[config.mk]
export PLATFORM = sky130hd
export DESIGN_NAME = router_ctrl_fsm_flat
export DESIGN_NICKNAME = d
export VERILOG_FILES = /design/src/rtl/router_ctrl_fsm_pkg.sv /design/src/rtl/router_ctrl_fsm_if.sv /design/src/rtl/router_ctrl_fsm.sv /design/src/flat_wrapper.sv
export SDC_FILE = /design/constraint.sdc
export NUM_CORES = 1
export LEC_CHECK = 0
export CORE_MARGIN = 10
export CORE_UTILIZATION = 36
export DETAILED_ROUTE_END_ITERATION = 6
export PLACE_DENSITY = 0.73
export SLEW_MARGIN = 20
export SYNTH_ARGS = -nofsm -noshare
export SYNTH_HDL_FRONTEND = slang
export SYNTH_SLANG_ARGS = --single-unit
[constraint.sdc]
create_clock -name clock -period 1.54 [get_ports clock]
set_clock_uncertainty 0.2 [all_clocks]
set_input_delay 0.462 -clock clock [delete_from_list [all_inputs] [get_ports clock]]
set_output_delay 0.462 -clock clock [all_outputs]
set_load 0.005 [all_outputs]
[src/rtl/router_ctrl_fsm_pkg.sv]
// Shared router definitions: FSM state encoding, the reserved destination
// address and address-decode helpers used by the control, register and sync blocks.
package router_ctrl_fsm_pkg;

   localparam logic [2:0] ST_DECODE_ADDRESS     = 3'd0;
   localparam logic [2:0] ST_LOAD_FIRST_DATA    = 3'd1;
   localparam logic [2:0] ST_LOAD_DATA          = 3'd2;
   localparam logic [2:0] ST_FIFO_FULL_STATE    = 3'd3;
   localparam logic [2:0] ST_LOAD_AFTER_FULL    = 3'd4;
   localparam logic [2:0] ST_LOAD_PARITY        = 3'd5;
   localparam logic [2:0] ST_CHECK_PARITY_ERROR = 3'd6;
   localparam logic [2:0] ST_WAIT_TILL_EMPTY    = 3'd7;

   // Address 3 has no FIFO behind it; headers carrying it are dropped.
   localparam logic [1:0] ADDR_INVALID = 2'b11;

   typedef enum logic [2:0] {
      DECODE_ADDRESS     = ST_DECODE_ADDRESS,
      LOAD_FIRST_DATA    = ST_LOAD_FIRST_DATA,
      LOAD_DATA          = ST_LOAD_DATA,
      FIFO_FULL_STATE    = ST_FIFO_FULL_STATE,
      LOAD_AFTER_FULL    = ST_LOAD_AFTER_FULL,
      LOAD_PARITY        = ST_LOAD_PARITY,
      CHECK_PARITY_ERROR = ST_CHECK_PARITY_ERROR,
      WAIT_TILL_EMPTY    = ST_WAIT_TILL_EMPTY
   } state_t;

   function automatic logic [2:0] addr_onehot(input logic [1:0] addr);
      logic [2:0] sel;
      case (addr)
         2'b00:   sel = 3'b001;
         2'b01:   sel = 3'b010;
         2'b10:   sel = 3'b100;
         default: sel = 3'b000;
      endcase
      return sel;
   endfunction

   // Per-destination flag lookup; the invalid address reads as 0.
   function automatic logic flag_at(input logic [2:0] flags, input logic [1:0] addr);
      return |(flags & addr_onehot(addr));
   endfunction

endpackage

[src/rtl/router_ctrl_fsm_if.sv]
// Signal bundle between the router control FSM and its neighbours
// (source, FIFOs, register block, sync block).
interface router_ctrl_fsm_if;

   logic       pkt_valid;
   logic [1:0] data_in;
   logic [2:0] fifo_full;
   logic [2:0] fifo_empty;
   logic [2:0] soft_reset;
   logic       parity_done;
   logic       low_pkt_valid;

   logic       busy;
   logic       detect_add;
   logic       lfd_state;
   logic       ld_state;
   logic       laf_state;
   logic       full_state;
   logic       write_enb_reg;
   logic [2:0] write_enb;
   logic       rst_int_reg;
   logic [1:0] dest_addr;

   modport master (
      output pkt_valid, data_in, fifo_full, fifo_empty, soft_reset,
             parity_done, low_pkt_valid,
      input  busy, detect_add, lfd_state, ld_state, laf_state, full_state,
             write_enb_reg, write_enb, rst_int_reg, dest_addr
   );

   modport slave (
      input  pkt_valid, data_in, fifo_full, fifo_empty, soft_reset,
             parity_done, low_pkt_valid,
      output busy, detect_add, lfd_state, ld_state, laf_state, full_state,
             write_enb_reg, write_enb, rst_int_reg, dest_addr
   );

endinterface

[src/rtl/router_ctrl_fsm.sv]
// Router control FSM: decodes the header address, sequences payload/parity
// loading into the destination FIFO and raises back-pressure to the source.
//
// state              | meaning
// -------------------+-------------------------------------------------
// DECODE_ADDRESS     | idle; waiting for a header byte
// LOAD_FIRST_DATA    | header byte written to the destination FIFO
// LOAD_DATA          | payload bytes streaming while pkt_valid is high
// FIFO_FULL_STATE    | destination FIFO full; source held off
// LOAD_AFTER_FULL    | write the byte held during the full condition
// LOAD_PARITY        | write the parity byte
// CHECK_PARITY_ERROR | register block compares parity, clears its state
// WAIT_TILL_EMPTY    | destination FIFO still draining an earlier packet
module router_ctrl_fsm
   import router_ctrl_fsm_pkg::*;
(
   input logic               clock,
   input logic               reset,
   router_ctrl_fsm_if.slave  bus
);

   state_t     state, state_nxt;
   logic [1:0] dest_q, dest_nxt;

   logic       detect_add, lfd_state, ld_state, laf_state, full_state;
   logic       write_enb_reg, rst_int_reg, busy;

   always_ff @(posedge clock) begin
      if (reset) begin
         state  <= DECODE_ADDRESS;
         dest_q <= 2'b00;
      end else begin
         state  <= state_nxt;
         dest_q <= dest_nxt;
      end
   end

   always_comb begin
      state_nxt = state;
      dest_nxt  = dest_q;
      // A timeout on the active destination aborts the packet from anywhere.
      if (state != DECODE_ADDRESS && flag_at(bus.soft_reset, dest_q)) begin
         state_nxt = DECODE_ADDRESS;
      end else begin
         case (state)
            DECODE_ADDRESS: begin
               if (bus.pkt_valid && bus.data_in != ADDR_INVALID) begin
                  dest_nxt  = bus.data_in;
                  state_nxt = flag_at(bus.fifo_empty, bus.data_in) ? LOAD_FIRST_DATA
                                                                   : WAIT_TILL_EMPTY;
               end
            end
            LOAD_FIRST_DATA: state_nxt = LOAD_DATA;
            LOAD_DATA: begin
               if (flag_at(bus.fifo_full, dest_q))
                  state_nxt = FIFO_FULL_STATE;
               else if (!bus.pkt_valid)
                  state_nxt = LOAD_PARITY;
            end
            FIFO_FULL_STATE: begin
               if (!flag_at(bus.fifo_full, dest_q))
                  state_nxt = LOAD_AFTER_FULL;
            end
            LOAD_AFTER_FULL: begin
               if (bus.parity_done)
                  state_nxt = DECODE_ADDRESS;
               else if (bus.low_pkt_valid)
                  state_nxt = LOAD_PARITY;
               else
                  state_nxt = LOAD_DATA;
            end
            LOAD_PARITY: state_nxt = CHECK_PARITY_ERROR;
            CHECK_PARITY_ERROR: begin
               state_nxt = flag_at(bus.fifo_full, dest_q) ? FIFO_FULL_STATE
                                                          : DECODE_ADDRESS;
            end
            WAIT_TILL_EMPTY: begin
               if (flag_at(bus.fifo_empty, dest_q))
                  state_nxt = LOAD_FIRST_DATA;
            end
            default: state_nxt = DECODE_ADDRESS;
         endcase
      end
   end

   always_comb begin
      detect_add    = 1'b0;
      lfd_state     = 1'b0;
      ld_state      = 1'b0;
      laf_state     = 1'b0;
      full_state    = 1'b0;
      rst_int_reg   = 1'b0;
      write_enb_reg = 1'b0;
      busy          = 1'b1;
      case (state)
         DECODE_ADDRESS: begin
            detect_add = 1'b1;
            busy       = 1'b0;
         end
         LOAD_FIRST_DATA: lfd_state = 1'b1;
         LOAD_DATA: begin
            ld_state      = 1'b1;
            write_enb_reg = 1'b1;
            busy          = 1'b0;
         end
         FIFO_FULL_STATE: full_state = 1'b1;
         LOAD_AFTER_FULL: begin
            laf_state     = 1'b1;
            write_enb_reg = 1'b1;
         end
         LOAD_PARITY:        write_enb_reg = 1'b1;
         CHECK_PARITY_ERROR: rst_int_reg   = 1'b1;
         default: ;
      endcase
   end

   assign bus.detect_add    = detect_add;
   assign bus.lfd_state     = lfd_state;
   assign bus.ld_state      = ld_state;
   assign bus.laf_state     = laf_state;
   assign bus.full_state    = full_state;
   assign bus.rst_int_reg   = rst_int_reg;
   assign bus.write_enb_reg = write_enb_reg;
   assign bus.busy          = busy;
   assign bus.write_enb     = write_enb_reg ? addr_onehot(dest_q) : 3'b000;
   assign bus.dest_addr     = dest_q;

endmodule

[src/flat_wrapper.sv]
// flat-port wrapper written by rule: the top's interface ports become plain ports
module router_ctrl_fsm_flat import router_ctrl_fsm_pkg::*;
  (clock, reset, bus_pkt_valid, bus_data_in, bus_fifo_full, bus_fifo_empty, bus_soft_reset, bus_parity_done, bus_low_pkt_valid, bus_busy, bus_detect_add, bus_lfd_state, bus_ld_state, bus_laf_state, bus_full_state, bus_write_enb_reg, bus_write_enb, bus_rst_int_reg, bus_dest_addr);
  router_ctrl_fsm_if bus_i ();
  input logic clock;
  input logic reset;
  input wire logic [$bits(bus_i.pkt_valid)-1:0] bus_pkt_valid;
  input wire logic [$bits(bus_i.data_in)-1:0] bus_data_in;
  input wire logic [$bits(bus_i.fifo_full)-1:0] bus_fifo_full;
  input wire logic [$bits(bus_i.fifo_empty)-1:0] bus_fifo_empty;
  input wire logic [$bits(bus_i.soft_reset)-1:0] bus_soft_reset;
  input wire logic [$bits(bus_i.parity_done)-1:0] bus_parity_done;
  input wire logic [$bits(bus_i.low_pkt_valid)-1:0] bus_low_pkt_valid;
  output wire logic [$bits(bus_i.busy)-1:0] bus_busy;
  output wire logic [$bits(bus_i.detect_add)-1:0] bus_detect_add;
  output wire logic [$bits(bus_i.lfd_state)-1:0] bus_lfd_state;
  output wire logic [$bits(bus_i.ld_state)-1:0] bus_ld_state;
  output wire logic [$bits(bus_i.laf_state)-1:0] bus_laf_state;
  output wire logic [$bits(bus_i.full_state)-1:0] bus_full_state;
  output wire logic [$bits(bus_i.write_enb_reg)-1:0] bus_write_enb_reg;
  output wire logic [$bits(bus_i.write_enb)-1:0] bus_write_enb;
  output wire logic [$bits(bus_i.rst_int_reg)-1:0] bus_rst_int_reg;
  output wire logic [$bits(bus_i.dest_addr)-1:0] bus_dest_addr;
  assign bus_i.pkt_valid = bus_pkt_valid;
  assign bus_i.data_in = bus_data_in;
  assign bus_i.fifo_full = bus_fifo_full;
  assign bus_i.fifo_empty = bus_fifo_empty;
  assign bus_i.soft_reset = bus_soft_reset;
  assign bus_i.parity_done = bus_parity_done;
  assign bus_i.low_pkt_valid = bus_low_pkt_valid;
  assign bus_busy = bus_i.busy;
  assign bus_detect_add = bus_i.detect_add;
  assign bus_lfd_state = bus_i.lfd_state;
  assign bus_ld_state = bus_i.ld_state;
  assign bus_laf_state = bus_i.laf_state;
  assign bus_full_state = bus_i.full_state;
  assign bus_write_enb_reg = bus_i.write_enb_reg;
  assign bus_write_enb = bus_i.write_enb;
  assign bus_rst_int_reg = bus_i.rst_int_reg;
  assign bus_dest_addr = bus_i.dest_addr;
  router_ctrl_fsm u_core (.clock(clock), .reset(reset), .bus(bus_i));
endmodule
=== After elaboration in Yosys (flattened, before gate mapping) ===
Cells that the tools add are included.

* Flip-flop bits (word level): 5
* Output and inout bits: 13
* Input port bits: 16

* Multiplexer cells: 32
* Reductions and logical operators: 17
* Eq/ne operators: 16
* Bitwise operators: 7

{| class="wikitable"
|+ Operators by type and width
! cell !! number
|-
| $mux 3 || 20
|-
| $pmux 3 s8 || 1
|-
| $reduce_or 3->1 || 7
|-
| $and 3x3->3 || 6
|-
| $pmux 3 s3 || 2
|-
| $eq 3x3->1 const B || 4
|-
| $mux 1 || 8
|-
| $eq 3x2->1 const B || 2
|-
| $eq 2x1->1 const B || 2
|-
| $eq 2x2->1 const B || 2
|-
| $logic_not 2->1 || 2
|-
| $ne 2x1->1 const B || 2
|-
| $ne 2x2->1 const B || 2
|-
| $reduce_and 4->1 || 1
|-
| $reduce_or 2->1 || 2
|-
| $eq 3x1->1 const B || 1
|-
| $logic_not 3->1 || 1
|-
| $ne 3x2->1 const B || 1
|-
| $reduce_and 3->1 || 1
|-
| $reduce_bool 3->1 || 1
|-
| $logic_and 1x1->1 || 2
|-
| $mux 2 || 1
|-
| $not 1->1 || 1
|}

=== Logic depth before layout (Yosys ltp) ===
* Depth after elaboration: 11
* Mapped depth: 6

=== Worst setup path before layout ===
OpenSTA, ideal clock, no wires.

* Kind: reg-to-output
* Start point: register u_core.state[0]
* End point: output port bus_write_enb[2]
* Setup slack: -181 ps
* Data arrival time: 1059 ps
* Buffers on the path: 1
* Cell stages (with the launch flop): 6
* Path through: dfxtp_1 -> buf_6 -> nand2b_4 -> nor2_1 -> a21oi_1 -> nor3b_1

* Cells in the longest elaborated chain, start to end: 4
* Elaborated cells on any way between the ends: 6
* Those cells by class: eq/ne: 3; mux: 2; reduce/logical: 1

{| class="wikitable"
|+ RTL lines
! what !! RTL line !! text
|-
| start, declared || router_ctrl_fsm.sv:22 || <nowiki>state_t state, state_nxt;</nowiki>
|-
| start signal, assigned || router_ctrl_fsm.sv:33 || <nowiki>state <= state_nxt;</nowiki>
|-
| $eq 3x3->1 / $eq 3x2->1 (equally long branches) || router_ctrl_fsm.sv:95 || <nowiki>case (state)</nowiki>
|-
| $reduce_or 3->1 (no source line) (*) || n/a ||
|-
| $mux 1 (*) || router_ctrl_fsm.sv:95 ||
|-
| $mux 3 (*) || router_ctrl_fsm.sv:125 || <nowiki>assign bus.write_enb = write_enb_reg ? addr_onehot(dest_q) : 3'b000;</nowiki>
|-
| end, declared || flat_wrapper.sv:21 || <nowiki>output wire logic [$bits(bus_i.write_enb)-1:0] bus_write_enb;</nowiki>
|}

Mark *: on every way between the ends. The rest lies on a longest branch, timed or not.

=== Final worst setup path ===
* Start point: register u_core.state[0]
* End point: output port bus_write_enb[1]

The elaborated chain is that of the path after synthesis.

==> impl_metrics.json <==
{
  "status": "complete, but fails checks",
  "violations": "negative setup slack",
  "synthSimpleGateAreaFrac_pct": 33.2,
  "drv_slew": 0,
  "numCtsBuffers": 3,
  "reg2reg_to": "u_core.state[2]",
  "grt_pass1_vias": 819,
  "avgViaCountPerCell": 5.64,
  "fin_crit_sh_pct": 122,
  "yosys_warnings": 0,
  "synth_ff_type": "dfxtp_1",
  "grt_pass1_wl_mm": 3.79,
  "syn_area_um2": 611,
  "netlist_instances": 79,
  "routed_wl_mm": 2.89,
  "synth_common_cells": "10 x nor2_1, 8 x a21oi_1, 6 x nand2_1",
  "max_freq_ghz": 0.533,
  "design_area_um2": 1270,
  "reg2regPathDepth": 6,
  "ys_seq_area_share_pct": 16.4,
  "grt_overflow_total": 0,
  "layout.nets": 155,
  "synth_seq_cells": 5,
  "crit-reg2reg-launch": "u_core.bus.dest_addr[1]",
  "cap_violations": 0,
  "hold_path_depth": 2,
  "min-delay-start": "u_core.bus.dest_addr[0]",
  "synth_top_family_by_area": "simple AND/OR/NAND/NOR gates",
  "dpl_cell_area_um2": 1040,
  "die_w_um": 61.2,
  "synth_edf_count": 0,
  "end_kind": "output port",
  "crit_arrival_ps": 1220,
  "ys_types": 36,
  "leakage_nw": 0.588,
  "synth_top_area_share_pct": 16.4,
  "synth-compound-area-share_pct": 27.7,
  "synth_fa_ha_area_share_pct": 0,
  "synthArstFlopShare_pct": 0,
  "clock-sinks": 5,
  "rows": 14,
  "tritoncts": "yes",
  "core-area_um2": 1560,
  "io_pins": 29,
  "cts-root-buf": "clkbuf_4",
  "grt_setup_unrepaired": "yes",
  "io_buffers": 28,
  "grt_max_degree": 10,
  "antenna_found_initial": 0,
  "synth.avg_cell_area_um2": 7.73,
  "synth.most_common_cell": "nor2_1",
  "start_util_pct": 39.2,
  "holdPathEnd": "u_core.bus.dest_addr[0]",
  "regToRegSetupSlack_ps": -220,
  "htreeDepth": 1,
  "synth_fp_nets": 95,
  "drive_gt1_share_pct": 58.0,
  "p_per_area_nw_per_um2": 1410,
  "synth-xor-area-share_pct": 1.43,
  "dieArea_um2": 3740,
  "yosys-top-cells-area": "dfxtp_1 16%, a21oi_1 6.6%, mux2i_1 6.6%, a211oi_2 6.1%, nor2_1 6.1%",
  "maxSlewHeadroom_pct": 81.6,
  "cts_hold_buf": 0,
  "hp-class": "flop to flop",
  "path_class": "flop to output port",
  "path_max_fanout": 3,
  "setup_violations": 16,
  "dp_hpwl_mm": 1.89,
  "critPathLaunchType": "flop",
  "insertion_delay_ps": 240,
  "vias": 874,
  "layout_setup_ws_ps": -337,
  "hold_violations": 0,
  "vdd_drop_max_mv": 1.07,
  "synth.largest_area_cell": "dfxtp_1",
  "clockBufferDepth": 2,
  "area_growth_pct": 108,
  "grt_usage_pct": 13.3,
  "gp_congestion": 0.800,
  "drt_iter0_drc": 21,
  "postRouteAntennaNets": 0,
  "synth.area.mux_share_pct": 10.2,
  "critPathRequiredTime_ps": 880,
  "avgRoutedWirePerCell_um": 18.6,
  "path_clk_slew_ps": 50,
  "finalCriticalPeriod_ps": 1880,
  "drc": 0,
  "dr.pass1.iters": 4,
  "setup_tns_ps": -3670,
  "worst_pin_slew_ps": 274,
  "dieHeight_um": 61.2
}
[cell families (layout without fill, tap and decap cells)]
group	count (synthesis)	after routing
flops	5	5
mux	5	5
buf+inv	11	70
simple gates	36	36
compound gates	21	21
xor+xnor	1	1
other cells	0	1
[routing by layer]
layer / vias to the layer above / GRT usage [%] / part of all wire (%)
li1: 397 / - / -
met1: 394 / 14.7 / 33
met2: 58 / 24.0 / 50
met3: 25 / 2.67 / 10
met4: 0 / 5.86 / 6.1
met5: - / 0 / 0
[placed cells by master (no fill, tap or decap), types with 4 or more instances in the layout]
cell             synthesis  layout
nor2_1                  10       6
buf_4                    1      23
nor2_4                   0       4
dlygate4sd2_1            0       9
dfxtp_4                  0       4
clkdlybuf4s50_1          0       6
buf_6                    2      15
a21oi_1                  8       6
buf_2                    0       5
nand2_1                  6       5
mux2i_1                  4       4
[registers in the layout, indices dropped and copies added, names as in the netlist]
name / cells
u_core.bus.dest_addr: 2
u_core.state: 3
[final cells by class]
type,count,area [µm²]
clock buffer,4,26.3
inverter,6,25.0
antenna,1,2.50
multi-input combinational,63,551
tap,16,20.0
fill,92,290
sequential,5,116
timing repair buffer,60,528
[worst max-delay path: stages, from the launching register on]
cell and delay, ps:
dfxtp_2 330, nand2b_4 150, nor2_4 110, a21oi_4 50, buf_6 120, nor2b_4 110
buf_6 100
[worst max-delay path by stage]
stage / end / start / slack (ps)
global route: bus_write_enb[0] / u_core.state[0] / -400
CTS: bus_write_enb[1] / u_core.state[0] / -390
finish: bus_write_enb[1] / u_core.state[0] / -340
floorplan: bus_write_enb[2] / u_core.state[0] / -60
global placement: bus_write_enb[2] / u_core.state[1] / -520
detailed placement: u_core.state[2] / bus_fifo_full[2] / -580
[where the power goes]
part	switching (W)	internal [W]	leakage (nW)	total, W
clock network	0.0000557	0.0000981	0.0150	0.000154
logic	0.000617	0.000756	0.529	0.00137
registers	0.0000744	0.000182	0.0442	0.000256
total	0.000747	0.00104	0.588	0.00178
[what timing repair did]
| action | CTS | global route |
|---|---|---|
| endpoints found under the setup margin | 17 | 18 |
| pin swaps | 8 | 13 |
| buffers inserted | 5 | 7 |
| gates resized for setup | 76 | 27 |
[stage by stage]
stage	hold slack (ps)	cells	worst slack (ps)	total power, W	utilization (%)
after floorplan	334	79	-55.3	0.000776	-
after global placement	337	139	-519	0.00122	66.8
after detailed placement	343	139	-580	0.00124	66.8
after CTS	342	148	-392	0.00149	72.0
after global routing	367	154	-402	0.00188	81.2
final	332	155	-337	0.00178	81.4
(Power assumes the default switching activity.)
